### src/rtl/dmem_arbiter_if.sv
// Bundle between N requesting cores and the shared synchronous-read data memory port.
// slave: the arbiter's view; master: the cores plus memory seen from outside.
interface dmem_arbiter_if #(
    parameter int N_CORES = 4,
    parameter int ADDR_W  = 8,
    parameter int DATA_W  = 8
);
    logic [N_CORES-1:0]        req;
    logic [N_CORES-1:0]        wr;
    logic [N_CORES*ADDR_W-1:0] addr;
    logic [N_CORES*DATA_W-1:0] wdata;
    logic [N_CORES-1:0]        gnt;
    logic [N_CORES-1:0]        done;
    logic [DATA_W-1:0]         rdata;
    logic [ADDR_W-1:0]         mem_addr;
    logic [DATA_W-1:0]         mem_wdata;
    logic                      mem_we;
    logic [DATA_W-1:0]         mem_rdata;
    logic                      busy;

    modport slave (
        input  req, wr, addr, wdata, mem_rdata,
        output gnt, done, rdata, mem_addr, mem_wdata, mem_we, busy
    );

    modport master (
        output req, wr, addr, wdata, mem_rdata,
        input  gnt, done, rdata, mem_addr, mem_wdata, mem_we, busy
    );
endinterface

### src/rtl/dmem_arbiter.sv
// Round-robin share of one sync-read memory port; done pulses 3 cycles after the winning edge.
// Requesters hold req until done; one access per 3 cycles back to back, all outputs registered.
module dmem_arbiter #(
    parameter int N_CORES = 4,
    parameter int ADDR_W  = 8,
    parameter int DATA_W  = 8
) (
    input  logic          clk,
    input  logic          rst_n,
    dmem_arbiter_if.slave bus
);
    localparam int PW = (N_CORES > 1) ? $clog2(N_CORES) : 1;

    typedef enum logic [1:0] {IDLE, ACCESS, WAIT, RESP} state_t;

    state_t              state_q, state_d;
    logic [PW-1:0]       ptr_q, ptr_d;
    logic [N_CORES-1:0]  gnt_q, gnt_d;
    logic [N_CORES-1:0]  done_q, done_d;
    logic [DATA_W-1:0]   rdata_q, rdata_d;
    logic [ADDR_W-1:0]   mem_addr_q, mem_addr_d;
    logic [DATA_W-1:0]   mem_wdata_q, mem_wdata_d;
    logic                mem_we_q, mem_we_d;
    logic                wr_q, wr_d;
    logic                busy_q, busy_d;

    logic [N_CORES-1:0]  req_m;
    logic [PW-1:0]       idx;
    logic [PW-1:0]       win_idx;
    logic                win_vld;
    logic                arb_take;

    // The current owner is masked in RESP so a still-high req cannot win twice in a row.
    always_comb begin
        req_m   = bus.req;
        idx     = '0;
        win_idx = ptr_q;
        win_vld = 1'b0;
        if (state_q == RESP) begin
            req_m = bus.req & ~gnt_q;
        end
        for (int i = 1; i <= N_CORES; i++) begin
            idx = PW'((int'(ptr_q) + i) % N_CORES);
            if (!win_vld && req_m[idx]) begin
                win_vld = 1'b1;
                win_idx = idx;
            end
        end
    end

    assign arb_take = win_vld && ((state_q == IDLE) || (state_q == RESP));

    always_ff @(posedge clk or negedge rst_n) begin
        if (!rst_n) begin
            state_q <= IDLE;
        end else begin
            state_q <= state_d;
        end
    end

    always_comb begin
        state_d = state_q;
        case (state_q)
            IDLE:    state_d = win_vld ? ACCESS : IDLE;
            ACCESS:  state_d = WAIT;
            WAIT:    state_d = RESP;
            RESP:    state_d = win_vld ? ACCESS : IDLE;
            default: state_d = IDLE;
        endcase
    end

    always_comb begin
        ptr_d       = ptr_q;
        gnt_d       = gnt_q;
        done_d      = '0;
        rdata_d     = rdata_q;
        mem_addr_d  = mem_addr_q;
        mem_wdata_d = mem_wdata_q;
        mem_we_d    = 1'b0;
        wr_d        = wr_q;
        busy_d      = (state_d != IDLE);
        if (arb_take) begin
            ptr_d          = win_idx;
            gnt_d          = '0;
            gnt_d[win_idx] = 1'b1;
            mem_addr_d     = bus.addr[int'(win_idx)*ADDR_W +: ADDR_W];
            mem_wdata_d    = bus.wdata[int'(win_idx)*DATA_W +: DATA_W];
            wr_d           = bus.wr[win_idx];
            mem_we_d       = bus.wr[win_idx];
        end else if (state_q == RESP) begin
            gnt_d = '0;
        end
        // Memory returns data during WAIT for the address presented in ACCESS.
        if (state_q == WAIT) begin
            done_d = gnt_q;
            if (!wr_q) begin
                rdata_d = bus.mem_rdata;
            end
        end
    end

    always_ff @(posedge clk or negedge rst_n) begin
        if (!rst_n) begin
            ptr_q       <= PW'(N_CORES - 1);
            gnt_q       <= '0;
            done_q      <= '0;
            rdata_q     <= '0;
            mem_addr_q  <= '0;
            mem_wdata_q <= '0;
            mem_we_q    <= 1'b0;
            wr_q        <= 1'b0;
            busy_q      <= 1'b0;
        end else begin
            ptr_q       <= ptr_d;
            gnt_q       <= gnt_d;
            done_q      <= done_d;
            rdata_q     <= rdata_d;
            mem_addr_q  <= mem_addr_d;
            mem_wdata_q <= mem_wdata_d;
            mem_we_q    <= mem_we_d;
            wr_q        <= wr_d;
            busy_q      <= busy_d;
        end
    end

    assign bus.gnt       = gnt_q;
    assign bus.done      = done_q;
    assign bus.rdata     = rdata_q;
    assign bus.mem_addr  = mem_addr_q;
    assign bus.mem_wdata = mem_wdata_q;
    assign bus.mem_we    = mem_we_q;
    assign bus.busy      = busy_q;
endmodule
### src/flat_wrapper.sv
// flat-port wrapper written by rule: the top's interface ports become plain ports
module dmem_arbiter_flat 
#(
    parameter int N_CORES = 4,
    parameter int ADDR_W  = 8,
    parameter int DATA_W  = 8
)
  (clk, rst_n, bus_req, bus_wr, bus_addr, bus_wdata, bus_mem_rdata, bus_gnt, bus_done, bus_rdata, bus_mem_addr, bus_mem_wdata, bus_mem_we, bus_busy);
  dmem_arbiter_if #(.N_CORES(N_CORES), .ADDR_W(ADDR_W), .DATA_W(DATA_W)) bus_i ();
  input  logic clk;
  input  logic rst_n;
  input wire logic [$bits(bus_i.req)-1:0] bus_req;
  input wire logic [$bits(bus_i.wr)-1:0] bus_wr;
  input wire logic [$bits(bus_i.addr)-1:0] bus_addr;
  input wire logic [$bits(bus_i.wdata)-1:0] bus_wdata;
  input wire logic [$bits(bus_i.mem_rdata)-1:0] bus_mem_rdata;
  output wire logic [$bits(bus_i.gnt)-1:0] bus_gnt;
  output wire logic [$bits(bus_i.done)-1:0] bus_done;
  output wire logic [$bits(bus_i.rdata)-1:0] bus_rdata;
  output wire logic [$bits(bus_i.mem_addr)-1:0] bus_mem_addr;
  output wire logic [$bits(bus_i.mem_wdata)-1:0] bus_mem_wdata;
  output wire logic [$bits(bus_i.mem_we)-1:0] bus_mem_we;
  output wire logic [$bits(bus_i.busy)-1:0] bus_busy;
  assign bus_i.req = bus_req;
  assign bus_i.wr = bus_wr;
  assign bus_i.addr = bus_addr;
  assign bus_i.wdata = bus_wdata;
  assign bus_i.mem_rdata = bus_mem_rdata;
  assign bus_gnt = bus_i.gnt;
  assign bus_done = bus_i.done;
  assign bus_rdata = bus_i.rdata;
  assign bus_mem_addr = bus_i.mem_addr;
  assign bus_mem_wdata = bus_i.mem_wdata;
  assign bus_mem_we = bus_i.mem_we;
  assign bus_busy = bus_i.busy;
  dmem_arbiter #(.N_CORES(N_CORES), .ADDR_W(ADDR_W), .DATA_W(DATA_W)) u_core (.clk(clk), .rst_n(rst_n), .bus(bus_i));
endmodule
### config.mk
export PLATFORM = sky130hd
export DESIGN_NAME = dmem_arbiter_flat
export DESIGN_NICKNAME = d
export VERILOG_FILES = /design/src/rtl/dmem_arbiter_if.sv /design/src/rtl/dmem_arbiter.sv /design/src/flat_wrapper.sv
export SDC_FILE = /design/constraint.sdc
export NUM_CORES = 1
export LEC_CHECK = 0
export ABC_AREA = 1
export BUFFER_PORTS_ARGS = -buffer_cell sky130_fd_sc_hd__buf_4
export CAP_MARGIN = 30
export CORE_MARGIN = 3
export CORE_UTILIZATION = 46
export CTS_CLUSTER_DIAMETER = 80
export CTS_CLUSTER_SIZE = 28
export DETAILED_ROUTE_END_ITERATION = 6
export PLACE_DENSITY_LB_ADDON = 0.12
export SYNTH_ARGS = -nofsm -noshare
export SYNTH_HDL_FRONTEND = slang
export SYNTH_SLANG_ARGS = --single-unit
export TNS_END_PERCENT = 100
### constraint.sdc
create_clock -name clk -period 2.14 [get_ports clk]
set_input_delay 0.428 -clock clk [delete_from_list [all_inputs] [get_ports clk]]
set_output_delay 0.428 -clock clk [all_outputs]
set_load 0.01 [all_outputs]
==> results of run 1 <==
-- state kept, by name (all words and copies together), names as in the netlist --
name	flops
u_core.ptr_q	2
u_core.bus.gnt	4
u_core.bus.busy	1
u_core.wr_q	1
u_core.bus.mem_we	1
u_core.bus.mem_wdata	8
u_core.state_q	2
u_core.bus.done	4
u_core.bus.mem_addr	8
u_core.bus.rdata	8
-- worst register-to-register path: stages (launching register included) --
cell and delay, ps:
dfstp_2 640, inv_6 70, nand2_1 70, nand2_1 110, nand3_2 130, nand2_4 80
nand2_1 90, nand2_2 90, nand2_8 160, nand2_4 170, inv_2 110, nand2_1 110
o21ai_1 160
-- placed cells by master, fill, tap and decap left out --
cell type,netlist,layout
ha_4,0,1
mux2_2,8,8
a31oi_1,1,1
nor2_2,1,1
nand2_1,108,104
clkinv_2,0,1
nand3_1,98,94
buf_4,2,121
buf_12,0,3
o31ai_1,1,1
clkbuf_16,0,1
clkbuf_8,0,5
o21ai_0,2,2
a21oi_1,1,1
nand3_4,1,1
dfstp_2,2,2
inv_2,3,3
buf_8,0,1
dfrtp_1,37,37
inv_6,1,1
inv_1,12,11
nor2_1,2,2
o21ai_1,5,5
nand4_1,1,1
nand2_8,0,2
nand2_4,3,3
clkinv_4,0,1
nand2_2,5,8
nand4_4,1,1
ha_1,3,2
bufinv_16,0,1
inv_4,0,1
nand3_2,2,6
-- repair_timing --
item / 4_1_cts / 5_1_grt
gates resized for setup: 5 / 17
pin swaps: 0 / 6
setup endpoints to repair: 22 / 25
endpoints found under the hold margin: 0 / 0
cloned: 0 / 2
buffers inserted: 0 / 5
-- area by class of cell --
cell class	count	area share [%]
multi-input cells	244	36.6
repair buffers	126	28.4
flip-flops and latches	39	27.6
well taps	67	2.36
clock buffers	5	1.94
inverters	16	1.90
clock inverters	3	1.23
-- report_power, final --
part	switching [mW]	total [mW]	internal [mW]
Sequential	0.252	1.40	1.15
Clock	0.272	0.620	0.347
Combinational	3.17	5.35	2.18
-- final timing paths --
path	startpoint	end	slack (ps)
setup reg to reg	u_core.ptr_q[0]	u_core.bus.gnt[3]	90
hold reg to reg	u_core.bus.mem_addr[7]	u_core.bus.mem_addr[7]	490
setup / recovery	u_core.ptr_q[0]	u_core.bus.gnt[3]	90
max in group asynchronous	rst_n	u_core.ptr_q[1]	1670
hold / removal	rst_n	u_core.state_q[1]	90
min in group clk	bus_mem_rdata[4]	u_core.bus.rdata[4]	370
-- per-stage QoR --
stage | hold WS, ps | setup TNS, ps | utilization [%]
after global placement | 430 | 0 | 67.5
after CTS | 113 | 0 | 70.4
after floorplan | 132 | 0 | -
final | 92.8 | 0 | 73.2
after detailed placement | 428 | -831 | 67.5
after global routing | 120 | -731 | 73.2
-- layer usage --
| metal | routed length, um | up-vias |
|---|---|---|
| li1 | - | 1279 |
| met4 | 103 | 0 |
| met1 | 2810 | 1234 |
| met2 | 3830 | 121 |
| met5 | 0 | - |
| met3 | 670 | 10 |
-- cells by family after synthesis --
kind of cell,after synthesis
buf+inv,32
fa+ha+maj,3
simple gates,222
mux,8
compound gates,10
flops,39
==> impl_metrics.yaml, run 1 <==
run_status:
  status: "complete, no violations"
die:
  die_area_um2: 6050
  io_pins: 116
  coreArea_um2: 4850
  start_util_pct: 48.9
  die_w_um: 77.8
  row_count: 25
  die_h_um: 77.8
clock_network:
  clk_path_buf_depth: 2
  tritoncts: "yes"
  insertion_delay_ps: 290
  cts_made_buffers: 5
  clk_pin_slew_ps: 80
  htree_levels: 2
  cts_root_buf: "clkbuf_8"
  cts_hold_buf: 0
  cts_sinks: 39
placed_design:
  place_ws_ps: -72.9
  placed_area_um2: 3270
  place_inst: 485
  numPortBuffers: 115
  dp_hpwl_mm: 5.24
  gp_congestion: 0.848
setup_path:
  path_cells: "inv_6, nand2_1, nand2_1, nand3_2, nand2_4, nand2_1, nand2_2, nand2_8, nand2_4, inv_2, nand2_1, o21ai_1"
  worstPathRequired_ps: 2360
  cp-start-kind: "flip-flop"
  critPathArrivalTime_ps: 2270
  crit_top_cell: "nand2_1"
  path_delay_family: "simple AND/OR/NAND/NOR gates"
  path_depth: 12
  critical_path_class: "flip-flop to flip-flop"
  endpoint_kind: "flip-flop"
  r2r_cells: 12
  cpMaxStageDelayCell: "dfstp_2"
  worst-path-buf-inv: 2
  cp_max_fo: 17
  slowest_delay_ps: 640
synthesis:
  yosys_warnings: 0
  synth_cells: 314
  synth_area_leaders: "dfrtp_1, nand3_1, nand2_1, mux2_2, dfstp_2"
  synthAdderAreaFrac_pct: 1.58
  ys.flop_type: "dfrtp_1"
  synth_edf_count: 0
  synth_compound_area_share_pct: 2.27
  synth.most_common_cell: "nand2_1"
  synthSimpleGateAreaFrac_pct: 43.9
  synth.largest_area_cell: "dfrtp_1"
  synth_top_family_by_area: "simple AND/OR/NAND/NOR gates"
  ys_ff_latch: 39
  synth_xor_xnor_area_share_pct: 0
  syn_area_per_cell_um2: 7.55
  yosysUniqueCellTypes: 26
  ys_seq_area_share_pct: 41.3
  yosysTopAreaCellShare_pct: 39.1
  syn_nets: 399
  synthMuxAreaShare_pct: 3.80
  syn_area_um2: 2370
  synth_common_cells: "nand2_1, nand3_1, dfrtp_1, inv_1, mux2_2"
  ys_async_sr_fraction_pct: 100
detailed_routing:
  wl_per_cell_um: 14.8
  first_iter_violations: 130
  avgViaCountPerCell: 5.29
  drc_errors: 0
  wl_mm: 7.42
  drtPass1Iterations: 4
  vias: 2644
  ant_nets: 0
finish:
  final_design_area_no_fill_um2: 3550
  fillers: 395
  ff_latch_area_um2: 978
  drive_above_1_share_pct: 39.7
  final_cells: 500
  nNetsFinal: 517
  area_growth_syn_to_layout_pct: 49.7
  diodes: 0
  multi_input_comb_area_um2: 1300
timing:
  setup-violations-final: 0
  min_period_over_period_pct: 95.8
  hold_viol_final: 0
  worst_pin_slew_ps: 498
  fin_crit_ps: 2050
  finClkSkew_ps: 4.52
  maxSlewViolCount: 0
  fmax_ghz: 0.488
  setup_ws_ps: 89.6
  relSlewSlack_pct: 66.8
flow_run:
  max_cap_violations: 0
global_routing:
  grt_max_degree: 40
  use_met2_pct: 42.3
  top_usage_layer: "met2"
  antenna_found_initial: 0
  use_met3_pct: 7.42
  overflow: 0
  grt_pass1_wl_mm: 11.5
  grt_pass1_vias: 2537
  track_usage_pct: 23.3
  grtUsageMet1_pct: 25.7
power_and_ir_drop:
  vdd_drop_max_v: 0.000984
  totalPowerFinal_mw: 7.37
  p_leak_nw: 1.89
  power_density_nw_per_um2: 2080
worst_hold_path:
  hp-class: "input port to async pin"
Power figures use the tool's default switching activity.
==> run 2: changes to the inputs <==
Settings changed: ABC_AREA 1 to default, CORE_UTILIZATION 46 to 44.
==> run 2 against run 1 <==
Against the previous run:
- the run now ends with setup timing left
- combinational power down 36%
- cell count fell by 27%
- flip-flop and latch count unchanged
- power shrank 27%
- setup slack got worse by 190 ps
- routed wire length down 22%
- non-clock buffer count up 8
- largest cell class unchanged
- largest power group unchanged
==> impl_metrics.yaml, run 2 <==
run_status:
  status: "complete, but fails checks"
  violations: "setup timing"
synthesis:
  synth_common_cells: "dfrtp_1, mux2i_1, nor2_1, a221oi_1, nand2_1"
  synthAdderAreaFrac_pct: 1.81
  synth_xor_xnor_area_share_pct: 0
  synthSimpleGateAreaFrac_pct: 8.44
  ys_seq_area_share_pct: 47.1
  synth_compound_area_share_pct: 15.1
  synth_cells: 184
  synthMuxAreaShare_pct: 22.1
  synth.most_common_cell: "dfrtp_1"
  yosysTopAreaCellShare_pct: 44.6
  yosysUniqueCellTypes: 35
  ys_async_sr_fraction_pct: 100
  synth_top_family_by_area: "multiplexers"
  ys.flop_type: "dfrtp_1"
  syn_nets: 269
  synth_area_leaders: "dfrtp_1, mux2i_1, a221oi_1, mux2_2, nor2_1"
  yosys_warnings: 0
  ys_ff_latch: 39
  syn_area_per_cell_um2: 11.3
  synth_edf_count: 0
  synth.largest_area_cell: "dfrtp_1"
  syn_area_um2: 2080
die:
  die_area_um2: 5580
  die_h_um: 74.7
  die_w_um: 74.7
  coreArea_um2: 4440
  row_count: 24
  start_util_pct: 46.7
  io_pins: 116
clock_network:
  clk_path_buf_depth: 2
  cts_hold_buf: 0
  htree_levels: 2
  insertion_delay_ps: 290
  cts_sinks: 39
  tritoncts: "yes"
  cts_root_buf: "clkbuf_8"
  postCtsSetupRepairBufs: 0
  cts_made_buffers: 5
  clk_pin_slew_ps: 80
detailed_routing:
  m1WireLength_mm: 2.12
  drc_errors: 0
  dr.max_layer_used: "met4"
  first_iter_violations: 70
  wl_per_cell_um: 15.9
  ant_nets: 0
  vias: 1940
  wl_met3_um: 426
  avgViaCountPerCell: 5.30
  wl_mm: 5.81
  drtPass1Iterations: 4
  met2_length_mm: 3.21
global_routing:
  grt_pass1_vias: 1935
  grt_max_degree: 40
  overflow: 0
  grt_pass1_wl_mm: 8.95
  track_usage_pct: 21.1
  antenna_found_initial: 0
timing:
  finalHoldWorstSlack_ps: 96.9
  min_period_over_period_pct: 105
  setup_ws_ps: -96.8
  worst_pin_slew_ps: 483
  fin_crit_ps: 2240
  rsz0062_at_grt: "true"
  relSlewSlack_pct: 67.8
  maxSlewViolCount: 0
  finClkSkew_ps: 5.09
  fmax_ghz: 0.447
  setup-violations-final: 18
  hold_viol_final: 0
finish:
  area_growth_syn_to_layout_pct: 60.7
  layout_common_cells: "buf_4, dfrtp_1, mux2i_1"
  nNetsFinal: 398
  utilization_pct: 75.1
  drive_above_1_share_pct: 54.1
  final_design_area_no_fill_um2: 3340
  final_common_cell: "buf_4"
  final_cells: 366
  diodes: 0
  fillers: 309
power_and_ir_drop:
  p_clk_share_pct: 11.4
  p_comb_share_pct: 64.3
  p_leak_nw: 1.67
  power_switching_mw: 2.09
  intPower_mw: 3.27
  power_density_nw_per_um2: 1610
  vdd_drop_max_v: 0.000926
  power_frac_seq_pct: 24.3
  p_sw_share_pct: 39.0
placed_design:
  place_ws_ps: -202
  numPortBuffers: 115
  placed_area_um2: 3120
  dp_hpwl_mm: 4.47
  gp_congestion: 0.932
  place_inst: 358
setup_path:
  r2r_cells: 7
  cp_max_fo: 16
  critPathArrivalTime_ps: 2420
  worstPathRequired_ps: 2320
  critical_path_class: "flip-flop to flip-flop"
  cp-start-kind: "flip-flop"
  endpoint_kind: "flip-flop"
worst_hold_path:
  hp-class: "input port to async pin"
flow_run:
  max_cap_violations: 0
-- run 2: cell types whose count changed after synthesis, moves of 6 or more --
| cell | previous run | this run |
|---|---|---|
| a221oi_1 | 0 | 17 |
| inv_1 | 12 | 6 |
| mux2i_1 | 0 | 34 |
| nand2_1 | 108 | 9 |
| nor2_1 | 2 | 23 |
| nand3_1 | 98 | 1 |
-- run 2: path summary, 6_finish.rpt --
path	start	end	slack [ps]
max in group asynchronous	rst_n	u_core.ptr_q[0]	1680
setup reg to reg	u_core.ptr_q[0]	u_core.bus.mem_addr[0]	-100
hold reg to reg	u_core.wr_q	u_core.wr_q	500
hold / removal	rst_n	u_core.bus.done[0]	100
setup / recovery	u_core.ptr_q[0]	u_core.bus.mem_addr[0]	-100
min in group clk	bus_mem_rdata[1]	u_core.bus.rdata[1]	370
-- run 2: area by class of cell --
cell class / count / area [um2] / area share (%)
multi-input cells: 127 / 1080 / 32.5
repair buffers: 134 / 1070 / 32.1
flip-flops and latches: 39 / 978 / 29.3
clock buffers: 5 / 68.8 / 2.06
well taps: 52 / 65.1 / 1.95
clock inverters: 3 / 43.8 / 1.31
inverters: 6 / 22.5 / 0.675
-- run 2: stage by stage --
step	total power, mW	TNS [ps]
after floorplan	3.20	-4200
after global placement	4.47	-1420
after detailed placement	4.53	-2360
after CTS	5.28	-1670
after global routing	5.74	-2780
final	5.36	-1190
-- run 2: kinds of logic after synthesis --
| group | count (synthesis) |
|---|---|
| compound gates | 39 |
| simple gates | 41 |
| buf+inv | 18 |
| mux | 44 |
| flops | 39 |
| fa+ha+maj | 3 |
-- run 2: power by group through the flow --
| stage | combinational [mW] | sequential (mW) | clock [mW] |
|---|---|---|---|
| after floorplan | 1.77 | 1.43 | 0 |
| after global placement | 3.17 | 1.30 | 0 |
| after detailed placement | 3.22 | 1.31 | 0 |
| after CTS | 3.35 | 1.30 | 0.628 |
| after global routing | 3.74 | 1.34 | 0.656 |
| final | 3.45 | 1.30 | 0.610 |
-- run 2: repair_timing --
action,4_1_cts,5_1_grt
setup endpoints to repair,20,21
cloned,0,0
pin swaps,10,7
gates resized for setup,8,9
-- run 2: worst max-delay path: stages (launching register included) --
cell      delay, ps
dfstp_2         540
mux2_4          290
a211o_1         250
a221o_1         330
o311a_4         160
buf_12          180
mux2i_1         120
a221oi_1        260
-- run 2: per-layer routing --
layer | GRT usage [%] | vias up
met5 | 0 | -
met4 | 5.34 | 0
met3 | 6.14 | 9
met2 | 38.1 | 78
met1 | 24.5 | 917
li1 | - | 936
